$ cat config.mk
export PLATFORM = sky130hd
export DESIGN_NAME = seg_scan_driver_flat
export DESIGN_NICKNAME = d
export VERILOG_FILES = /design/src/rtl/seg_pkg.sv /design/src/rtl/seg_scan_driver_if.sv /design/src/rtl/bin2bcd_seq.sv /design/src/rtl/seg_scan_driver.sv /design/src/flat_wrapper.sv
export SDC_FILE = /design/constraint.sdc
export NUM_CORES = 1
export LEC_CHECK = 0
export BUFFER_PORTS_ARGS = -buffer_cell sky130_fd_sc_hd__buf_2
export CAP_MARGIN = 5
export CORE_MARGIN = 2
export CORE_UTILIZATION = 31
export CTS_CLUSTER_SIZE = 40
export DETAILED_ROUTE_END_ITERATION = 6
export PLACE_DENSITY = 0.54
export SLEW_MARGIN = 20
export SYNTH_ARGS = -nofsm -noshare
export SYNTH_HDL_FRONTEND = slang
export SYNTH_SLANG_ARGS = --single-unit
$ cat constraint.sdc
create_clock -name clk -period 3.3 [get_ports clk]
set_clock_uncertainty 0.15 [all_clocks]
set_input_delay 0.165 -clock clk [delete_from_list [all_inputs] [get_ports clk]]
set_output_delay 0.165 -clock clk [all_outputs]
set_load 0.1 [all_outputs]
$ cat src/rtl/seg_pkg.sv
// Shared segment-code constants and decoder for the countdown display.
// Also holds the state type for the sequential binary-to-BCD converter.
package seg_pkg;

    localparam logic [6:0] SEG_BLANK = 7'h00;

    // Segment order {a,b,c,d,e,f,g}, bit6 = a, 1 = lit
    localparam logic [6:0] SEG_DIGIT [0:9] = '{
        7'h7E, 7'h30, 7'h6D, 7'h79, 7'h33,
        7'h5B, 7'h5F, 7'h70, 7'h7F, 7'h7B
    };

    typedef enum logic {
        CONV_IDLE = 1'b0,
        CONV_RUN  = 1'b1
    } conv_state_t;

    function automatic logic [6:0] seg_decode(input logic [3:0] nib);
        logic [6:0] s;
        s = SEG_BLANK;
        if (nib <= 4'd9) begin
            s = SEG_DIGIT[nib];
        end
        return s;
    endfunction

endpackage

$ cat src/rtl/seg_scan_driver_if.sv
// Host-side bus of the 7-segment scan driver: load handshake, display
// controls and the multiplexed segment/digit outputs.
interface seg_scan_driver_if #(
    parameter int unsigned W      = 8,
    parameter int unsigned DIGITS = 3
);
    logic [W-1:0]      value;
    logic              load;
    logic              busy;
    logic              lzb;
    logic              en_n;
    logic              blink;
    logic [6:0]        seg;
    logic [DIGITS-1:0] dig_en;

    modport master (
        output value, load, lzb, en_n, blink,
        input  busy, seg, dig_en
    );

    modport slave (
        input  value, load, lzb, en_n, blink,
        output busy, seg, dig_en
    );
endinterface

$ cat src/rtl/bin2bcd_seq.sv
// Sequential double-dabble converter: one shift-add-3 step per clock, W steps.
// done pulses (combinationally) on the final step while bcd carries the result.
module bin2bcd_seq
    import seg_pkg::*;
#(
    parameter int unsigned W      = 8,
    parameter int unsigned DIGITS = 3
) (
    input  logic                  clk,
    input  logic                  rst_n,
    input  logic [W-1:0]          bin,
    input  logic                  load,
    output logic                  busy,
    output logic                  done,
    output logic [DIGITS*4-1:0]   bcd
);

    localparam int unsigned BW = DIGITS * 4;
    localparam int unsigned SW = BW + W;
    localparam int unsigned CW = (W > 1) ? $clog2(W) : 1;
    localparam logic [CW-1:0] LAST = CW'(W - 1);

    conv_state_t    state, state_nx;
    logic [SW-1:0]  shreg;
    logic [SW-1:0]  adj;
    logic [SW-1:0]  shifted;
    logic [CW-1:0]  cnt;

    always_comb begin
        adj = shreg;
        for (int unsigned i = 0; i < DIGITS; i++) begin
            if (shreg[W + 4*i +: 4] >= 4'd5) begin
                adj[W + 4*i +: 4] = shreg[W + 4*i +: 4] + 4'd3;
            end
        end
        shifted = adj << 1;
    end

    always_comb begin
        state_nx = state;
        done     = 1'b0;
        case (state)
            CONV_IDLE: if (load) state_nx = CONV_RUN;
            CONV_RUN: begin
                if (cnt == LAST) begin
                    state_nx = CONV_IDLE;
                    done     = 1'b1;
                end
            end
            default: state_nx = CONV_IDLE;
        endcase
    end

    assign busy = (state == CONV_RUN);
    assign bcd  = shifted[SW-1:W];

    always_ff @(posedge clk or negedge rst_n) begin
        if (!rst_n) begin
            state <= CONV_IDLE;
            shreg <= '0;
            cnt   <= '0;
        end else begin
            state <= state_nx;
            case (state)
                CONV_IDLE: begin
                    if (load) begin
                        shreg <= SW'(bin);
                        cnt   <= '0;
                    end
                end
                CONV_RUN: begin
                    shreg <= shifted;
                    cnt   <= cnt + 1'b1;
                end
                default: ;
            endcase
        end
    end

endmodule

$ cat src/rtl/seg_scan_driver.sv
// Multiplexed N-digit 7-segment driver: sequential BCD conversion, digit scan,
// leading-zero blanking, global blank and blink.
module seg_scan_driver
    import seg_pkg::*;
#(
    parameter int unsigned W         = 8,
    parameter int unsigned DIGITS    = 3,
    parameter int unsigned SCAN_DIV  = 1000,
    parameter int unsigned BLINK_DIV = 64
) (
    input  logic              clk,
    input  logic              rst_n,
    seg_scan_driver_if.slave  bus
);

    localparam int unsigned PW = $clog2(SCAN_DIV);
    localparam int unsigned IW = (DIGITS > 1) ? $clog2(DIGITS) : 1;
    localparam int unsigned FW = (BLINK_DIV > 1) ? $clog2(BLINK_DIV) : 1;

    logic [PW-1:0]          presc;
    logic [IW-1:0]          idx;
    logic [FW-1:0]          frame;
    logic                   phase_on;
    logic [DIGITS*4-1:0]    disp;
    logic [DIGITS*4-1:0]    conv_bcd;
    logic                   conv_done;

    logic                   presc_tc, idx_wrap, frame_wrap;
    logic [DIGITS-1:0]      zero_up;
    logic                   run_zero;
    logic [3:0]             cur_nib;
    logic                   blank_digit, dark;
    logic [6:0]             seg_nx;
    logic [DIGITS-1:0]      dig_nx;

    bin2bcd_seq #(
        .W      (W),
        .DIGITS (DIGITS)
    ) u_conv (
        .clk   (clk),
        .rst_n (rst_n),
        .bin   (bus.value),
        .load  (bus.load),
        .busy  (bus.busy),
        .done  (conv_done),
        .bcd   (conv_bcd)
    );

    assign presc_tc   = (presc == PW'(SCAN_DIV - 1));
    assign idx_wrap   = (idx == IW'(DIGITS - 1));
    assign frame_wrap = (frame == FW'(BLINK_DIV - 1));

    always_ff @(posedge clk or negedge rst_n) begin
        if (!rst_n) begin
            presc    <= '0;
            idx      <= '0;
            frame    <= '0;
            phase_on <= 1'b1;
        end else if (presc_tc) begin
            presc <= '0;
            idx   <= idx_wrap ? '0 : idx + 1'b1;
            if (idx_wrap) begin
                frame <= frame_wrap ? '0 : frame + 1'b1;
                if (frame_wrap) phase_on <= ~phase_on;
            end
        end else begin
            presc <= presc + 1'b1;
        end
    end

    // Whole result lands in one edge so no digit ever shows a half-converted value
    always_ff @(posedge clk or negedge rst_n) begin
        if (!rst_n) begin
            disp <= '0;
        end else if (conv_done) begin
            disp <= conv_bcd;
        end
    end

    // zero_up[i]: digit i and every higher digit are zero
    always_comb begin
        zero_up  = '0;
        run_zero = 1'b1;
        for (int unsigned k = 0; k < DIGITS; k++) begin
            run_zero = run_zero & (disp[4*(DIGITS-1-k) +: 4] == 4'd0);
            zero_up[DIGITS-1-k] = run_zero;
        end
    end

    always_comb begin
        cur_nib     = disp[{idx, 2'b00} +: 4];
        blank_digit = bus.lzb && (idx != '0) && zero_up[idx];
        dark        = bus.en_n || (bus.blink && !phase_on);
        seg_nx      = (dark || blank_digit) ? SEG_BLANK : seg_decode(cur_nib);
        dig_nx      = dark ? '0 : (DIGITS'(1) << idx);
    end

    always_ff @(posedge clk or negedge rst_n) begin
        if (!rst_n) begin
            bus.seg    <= SEG_BLANK;
            bus.dig_en <= '0;
        end else begin
            bus.seg    <= seg_nx;
            bus.dig_en <= dig_nx;
        end
    end

endmodule

$ cat src/flat_wrapper.sv
// flat-port wrapper written by rule: the top's interface ports become plain ports
module seg_scan_driver_flat import seg_pkg::*;
#(
    parameter int unsigned W         = 8,
    parameter int unsigned DIGITS    = 3,
    parameter int unsigned SCAN_DIV  = 1000,
    parameter int unsigned BLINK_DIV = 64
)
  (clk, rst_n, bus_value, bus_load, bus_lzb, bus_en_n, bus_blink, bus_busy, bus_seg, bus_dig_en);
  seg_scan_driver_if #(.W(W), .DIGITS(DIGITS)) bus_i ();
  input  logic clk;
  input  logic rst_n;
  input wire logic [$bits(bus_i.value)-1:0] bus_value;
  input wire logic [$bits(bus_i.load)-1:0] bus_load;
  input wire logic [$bits(bus_i.lzb)-1:0] bus_lzb;
  input wire logic [$bits(bus_i.en_n)-1:0] bus_en_n;
  input wire logic [$bits(bus_i.blink)-1:0] bus_blink;
  output wire logic [$bits(bus_i.busy)-1:0] bus_busy;
  output wire logic [$bits(bus_i.seg)-1:0] bus_seg;
  output wire logic [$bits(bus_i.dig_en)-1:0] bus_dig_en;
  assign bus_i.value = bus_value;
  assign bus_i.load = bus_load;
  assign bus_i.lzb = bus_lzb;
  assign bus_i.en_n = bus_en_n;
  assign bus_i.blink = bus_blink;
  assign bus_busy = bus_i.busy;
  assign bus_seg = bus_i.seg;
  assign bus_dig_en = bus_i.dig_en;
  seg_scan_driver #(.W(W), .DIGITS(DIGITS), .SCAN_DIV(SCAN_DIV), .BLINK_DIV(BLINK_DIV)) u_core (.clk(clk), .rst_n(rst_n), .bus(bus_i));
endmodule
## Word-level counts from Yosys, hierarchy flattened

Memory sizes are Yosys's and may differ from the RTL's.
Index checks and enable logic that the tools add are counted.

- Output and inout port bits: 11
- Word-level logic and storage cells: 70
- Input bits: 14
- Bits in registers: 65
- Memories kept: 1
- Memory bits (read-only): 112

- Bitwise logic cells: 5
- Shifts and indexed selects: 2
- Equal/unequal tests: 5
- Reductions and logical operators: 12
- Magnitude comparators: 6
- Muxes and demuxes: 22
- Add/sub/neg operators: 7

Memories:

| name | words | bits a word | read ports | clocked after Yosys merged registers in | write ports | line | RTL |
|---|---|---|---|---|---|---|---|
| (no name shown) | 16 | 7 | 1 | 0 | 0 | seg_pkg.sv:22 | `s = SEG_DIGIT[nib];` |

Operators with widths:

| kind | number |
|---|---|
| $pmux W20 S2 | 1 |
| $mux W7 | 4 |
| $mux W20 | 1 |
| $ge A4 B3 Y1 const B | 3 |
| $logic_not A4 Y1 | 3 |
| $shiftx A12 B5 Y4 | 1 |
| $add A10 B1 Y10 const B | 1 |
| $eq A10 B10 Y1 const B | 1 |
| $mux W10 | 1 |
| $mux W3 | 3 |
| $add A4 B2 Y4 const B | 2 |
| $mux W4 | 2 |
| $add A6 B1 Y6 const B | 1 |
| $eq A6 B6 Y1 const B | 1 |
| $mux W6 | 1 |
| $pmux W3 S2 | 1 |
| $ge A5 B5 Y1 const B | 1 |
| $mux W1 | 5 |
| $not A4 Y5 | 1 |
| $le A4 B4 Y1 const B | 1 |
| $add A3 B1 Y3 const B | 1 |
| $add A3 B2 Y3 const B | 1 |
| $eq A3 B3 Y1 const B | 1 |
| $logic_and A1 B1 Y1 | 3 |
| other kinds (15) | 18 |

## Logic depth before layout (Yosys ltp)

- Depth in word-level cells: 8
- Gate-level depth with buffers: 9
- Depth with buffers taken out: 8

## By module

From an unflattened synthesis, not the netlist that was laid out.

- Cell total of the unflattened synthesis: 335
- Area total of the unflattened synthesis: 3,513.4 sq um

By module, submodules not included:

| module | area an instance (sq um) | seq. area each (sq um) | cells an instance | instances |
|---|---|---|---|---|
| seg_scan_driver | 1,955.6 | 1,027.2 | 169 | 1 |
| bin2bcd_seq | 1,557.7 | 600.6 | 166 | 1 |

## Worst setup path after synthesis

Ideal clock, no wire load.

- Kind: reg-to-reg
- Start: reg u_core.idx[0]
- End: reg u_core.bus.seg[2]
- Path slack: 1.042 ns
- Required time: 2.999 ns
- Stages on the path, launching flop included: 9
- Setup time: 0.151 ns
- Arrival: 1.957 ns
- Period minus slack after synthesis: 2.258 ns
- Path buffers: 1
- Cells stage by stage: dfrtp_1 > buf_6 > mux2i_1 > o21ai_0 > inv_1 > ha_1 > o221ai_2 > a221o_1 > a221oi_2

- Word-level cells in the longest chain between the ends: 7
- Elaborated cells on any way between the ends: 14
- Classes of those cells: 1 x order compare; 1 x shift; 6 x mux; 1 x bitwise; 4 x reduce/logical; 1 x memory

Ends and longest elaborated chain:

| what | line | RTL |
|---|---|---|
| from (decl) | seg_scan_driver.sv:21 | `logic [IW-1:0] idx;` |
| from (signal assigned) | seg_scan_driver.sv:61 | `idx <= idx_wrap ? '0 : idx + 1'b1;` |
| $shiftx A12 B5 Y4 | seg_scan_driver.sv:91 | `cur_nib = disp[{idx, 2'b00} +: 4];` |
| $not A4 Y5 (implied by the code) | seg_pkg.sv:22 |  |
| $mem_v2 Z16 W7 | n/a |  |
| $mux W7 (implied by the code) (2 in series) | seg_pkg.sv:22 |  |
| $mux W7 | seg_pkg.sv:21 | `if (nib <= 4'd9) begin` |
| $mux W7 * | seg_scan_driver.sv:94 | `seg_nx = (dark \|\| blank_digit) ? SEG_BLANK : seg_decode(cur_nib);` |
| via u_core.seg_nx[2] | seg_scan_driver.sv:33 | `logic [6:0] seg_nx;` |
| to (signal assigned) | seg_scan_driver.sv:103 | `bus.seg <= seg_nx;` |
| to (decl) | seg_scan_driver_if.sv:23 | `output busy, seg, dig_en` |

Mark *: on every way through the listed nets, which the timed path passes. The rest lies on a longest branch. The select of a mux whose other input is x is not followed.
A chain may end at the register's enable or synchronous reset.

## Worst setup path in the final report

Same ends and word-level chain as after synthesis.

==> impl_metrics.py <==
metrics = {
    "run_status": {
        "status": "complete, no violations",
    },
    "timing": {
        "slew_headroom": 0.429,
        "fin_tns_setup_ns": 0,
        "tightest_slew_ns": 0.857,
        "finalSetupViolations": 0,
        "final_max_slew_viol_count": 0,
        "period_share": 0.820,
        "layout_setup_ws_ns": 0.594,
        "fin_crit_ns": 2.71,
        "rsz0062_at_grt": "false",
        "hold_slack_ns": 0.0298,
        "fmaxAchievable_mhz": 370,
        "hold_viol": 0,
    },
    "worst_setup_path": {
        "required_ns": 3.33,
        "start_kind": "flop",
        "crit_fanout": 14,
        "critPathArrivalTime_ns": 2.74,
        "crit_chain": "mux2i_1, o21ai_0, inv_1, ha_1, o221ai_2, a221o_1, a221oi_2",
        "cp_slowest_stage_delay_ns": 0.63,
        "cpMaxStageDelayCell": "dfrtp_1",
        "cp-end-kind": "flop",
        "path_class": "reg2reg",
    },
    "final_layout": {
        "syn2layout_area_growth_pct": 16.5,
        "nets": 366,
        "fin_area_um2": 3770,
        "fillCellCount": 1016,
        "final_core_util": 0.369,
        "num_antenna_cells": 0,
        "drive_above_1_share": 0.173,
    },
    "yosys": {
        "synth-seq-area-share": 0.503,
        "ys_warn_count": 0,
        "synth-seq-cells": 65,
        "yosys.area.top_type": "dfrtp_1",
        "netlist_top_cells_count": "dfrtp_1, nand2_1, mux2i_1",
        "syn_inst": 298,
        "syn_area_um2": 3240,
        "synth_flop_cell": "dfrtp_1",
        "syn_area_per_cell_um2": 10.9,
        "async_flop_share": 1.00,
        "synth_edf_count": 0,
        "synth_nets": 328,
        "synthTopCellsByArea": "dfrtp_1, mux2i_1, ha_1, nand2_1, o21ai_0",
        "synth_cell_types": 42,
        "synth_top_area_share": 0.495,
        "yosysMostFrequentCell": "dfrtp_1",
    },
    "clock_network": {
        "post_cts_buffers": 0,
        "post_cts_resized": 0,
        "path_clk_slew_ns": 0.07,
        "root_buffer": "clkbuf_8",
        "cts_hold_buf": 10,
        "cts_sinks": 65,
        "cts_max_path_buffers": 2,
        "cts_made_buffers": 9,
        "htreeDepth": 3,
        "cts_tree": "yes",
        "worstSkewPairLatency_ns": 0.34,
    },
    "floorplanning": {
        "pin_count": 25,
        "num_rows": 37,
        "dieArea_um2": 11300,
        "fp.coreArea_um2": 10200,
        "die_h_um": 106,
        "die_w_um": 106,
        "start_util": 0.316,
    },
    "placed_design": {
        "place.gp.congestion": 0.742,
        "dp_hpwl_mm": 4.07,
        "place.port_buffers": 24,
        "place_ws_ns": 0.586,
        "place_area_um2": 3520,
    },
    "grt": {
        "grt_pass1_vias": 2231,
        "grt_usage": 0.115,
        "grt_max_degree": 40,
        "grt_pass1_wl_mm": 10.4,
        "antenna_found_initial": 0,
        "grt-ovfl-total": 0,
    },
    "run": {
        "maxCapViolCount": 0,
    },
    "drt": {
        "vias_per_cell": 4.62,
        "drt_wl_total_mm": 5.85,
        "drc": 0,
        "ant_nets": 0,
        "drt-wirelength-per-cell_um": 12.3,
        "drt_first_pass_iters": 4,
        "drtIter0Drc": 103,
        "num_vias": 2202,
    },
    "power_and_ir_drop": {
        "p_per_area_nw_per_um2": 786,
        "leakage_nw": 1.82,
        "vdd_drop_max_mv": 0.525,
    },
    "worst_hold_path": {
        "hp-class": "in2reg",
    },
}
==> critical path, delay by kind of cell (launching register included) <==
family                     cells  cell delay (ns)
buffers and inverters          1             0.19
adders and majority gates      1             0.28
AOI/OAI and AO/OA              4             1.17
muxes                          1             0.14
DFF                            1             0.63
==> where the power goes <==
group	switching (mW)	leakage (nW)	internal, mW	total [mW]
Clock	0.290	0.0866	0.266	0.556
Combinational	0.762	0.893	0.471	1.23
Sequential	0.156	0.837	1.02	1.18
==> layout make-up <==
cell class                 instances  area, um2  share of cell area
clock buffer                      11        131              0.0348
clock inverter                     5       25.0             0.00663
inverter                          13       48.8              0.0129
multi-input combinational        209       1510               0.399
sequential                        65       1630               0.432
tap                              136        170              0.0451
timing repair buffer              38        263              0.0697
==> final timing paths <==
check | from | to | slack, ns | cells past startpoint
max in group asynchronous | rst_n | u_core.phase_on$_DFFE_PN1P_ | 1.96 | 3
hold reg to reg | u_core.presc[0]$_DFF_PN0_ | u_core.presc[0]$_DFF_PN0_ | 0.31 | 1
min in group asynchronous | rst_n | u_core.u_conv.shreg[3]$_DFFE_PN0P_ | 0.33 | 2
setup / recovery | u_core.idx[0]$_DFFE_PN0N_ | u_core.bus.seg[2]$_DFF_PN0_ | 0.59 | 7
hold / removal | bus_blink | u_core.bus.dig_en[2]$_DFF_PN0_ | 0.03 | 3
setup reg to reg | u_core.idx[0]$_DFFE_PN0N_ | u_core.bus.seg[2]$_DFF_PN0_ | 0.59 | 7
==> routing by layer <==
metal | GRT usage | vias to the layer above | part of all wire
met2 | 0.181 | 32 | 0.44
met4 | 0.0338 | 0 | 0.0058
met5 | 0 | - | 0
met3 | 0.0368 | 4 | 0.036
li1 | - | 1122 | -
met1 | 0.152 | 1044 | 0.51
==> metrics by stage <==
stage | power, mW | std cells
after global routing | 3.21 | 477
after detailed placement | 2.43 | 451
after global placement | 2.39 | 451
final | 2.96 | 477
after floorplan | 2.16 | 298
after CTS | 3.01 | 477
==> layout by cell type, fill, tap and decap left out, drive strengths merged, types with 7 or more instances in the layout <==
cell         instances
a21o                 7
a21oi               18
buf                 28
clkbuf              11
dfrtp               64
dlygate4sd3         10
ha                  16
inv                 13
mux2                 8
mux2i               26
nand2               30
nor2                14
nor3b                9
o21ai               22
xnor2                7
==> flip-flops by register name, indices dropped and copies added (netlist names) <==
signal,flops
u_core.u_conv.shreg,20
u_core.idx,2
u_core.bus.dig_en,3
u_core.bus.seg,7
u_core.disp,12
u_core.frame,6
u_core.u_conv.busy,1
u_core.phase_on,1
u_core.u_conv.cnt,3
u_core.presc,10
==> logic make-up (layout without fill, tap and decap cells) <==
kind of cell	after synthesis	in the layout	share of synthesized area
AOI/OAI and AO/OA	62	62	0.124
xor gates and xnor gates	11	11	0.0298
adders and majority gates	16	16	0.0618
buffers and inverters	24	67	0.0321
DFF	65	65	0.503
muxes	34	34	0.108
and+or+nand+nor	86	86	0.141
Note: power is estimated with default switching activity, not from simulation.
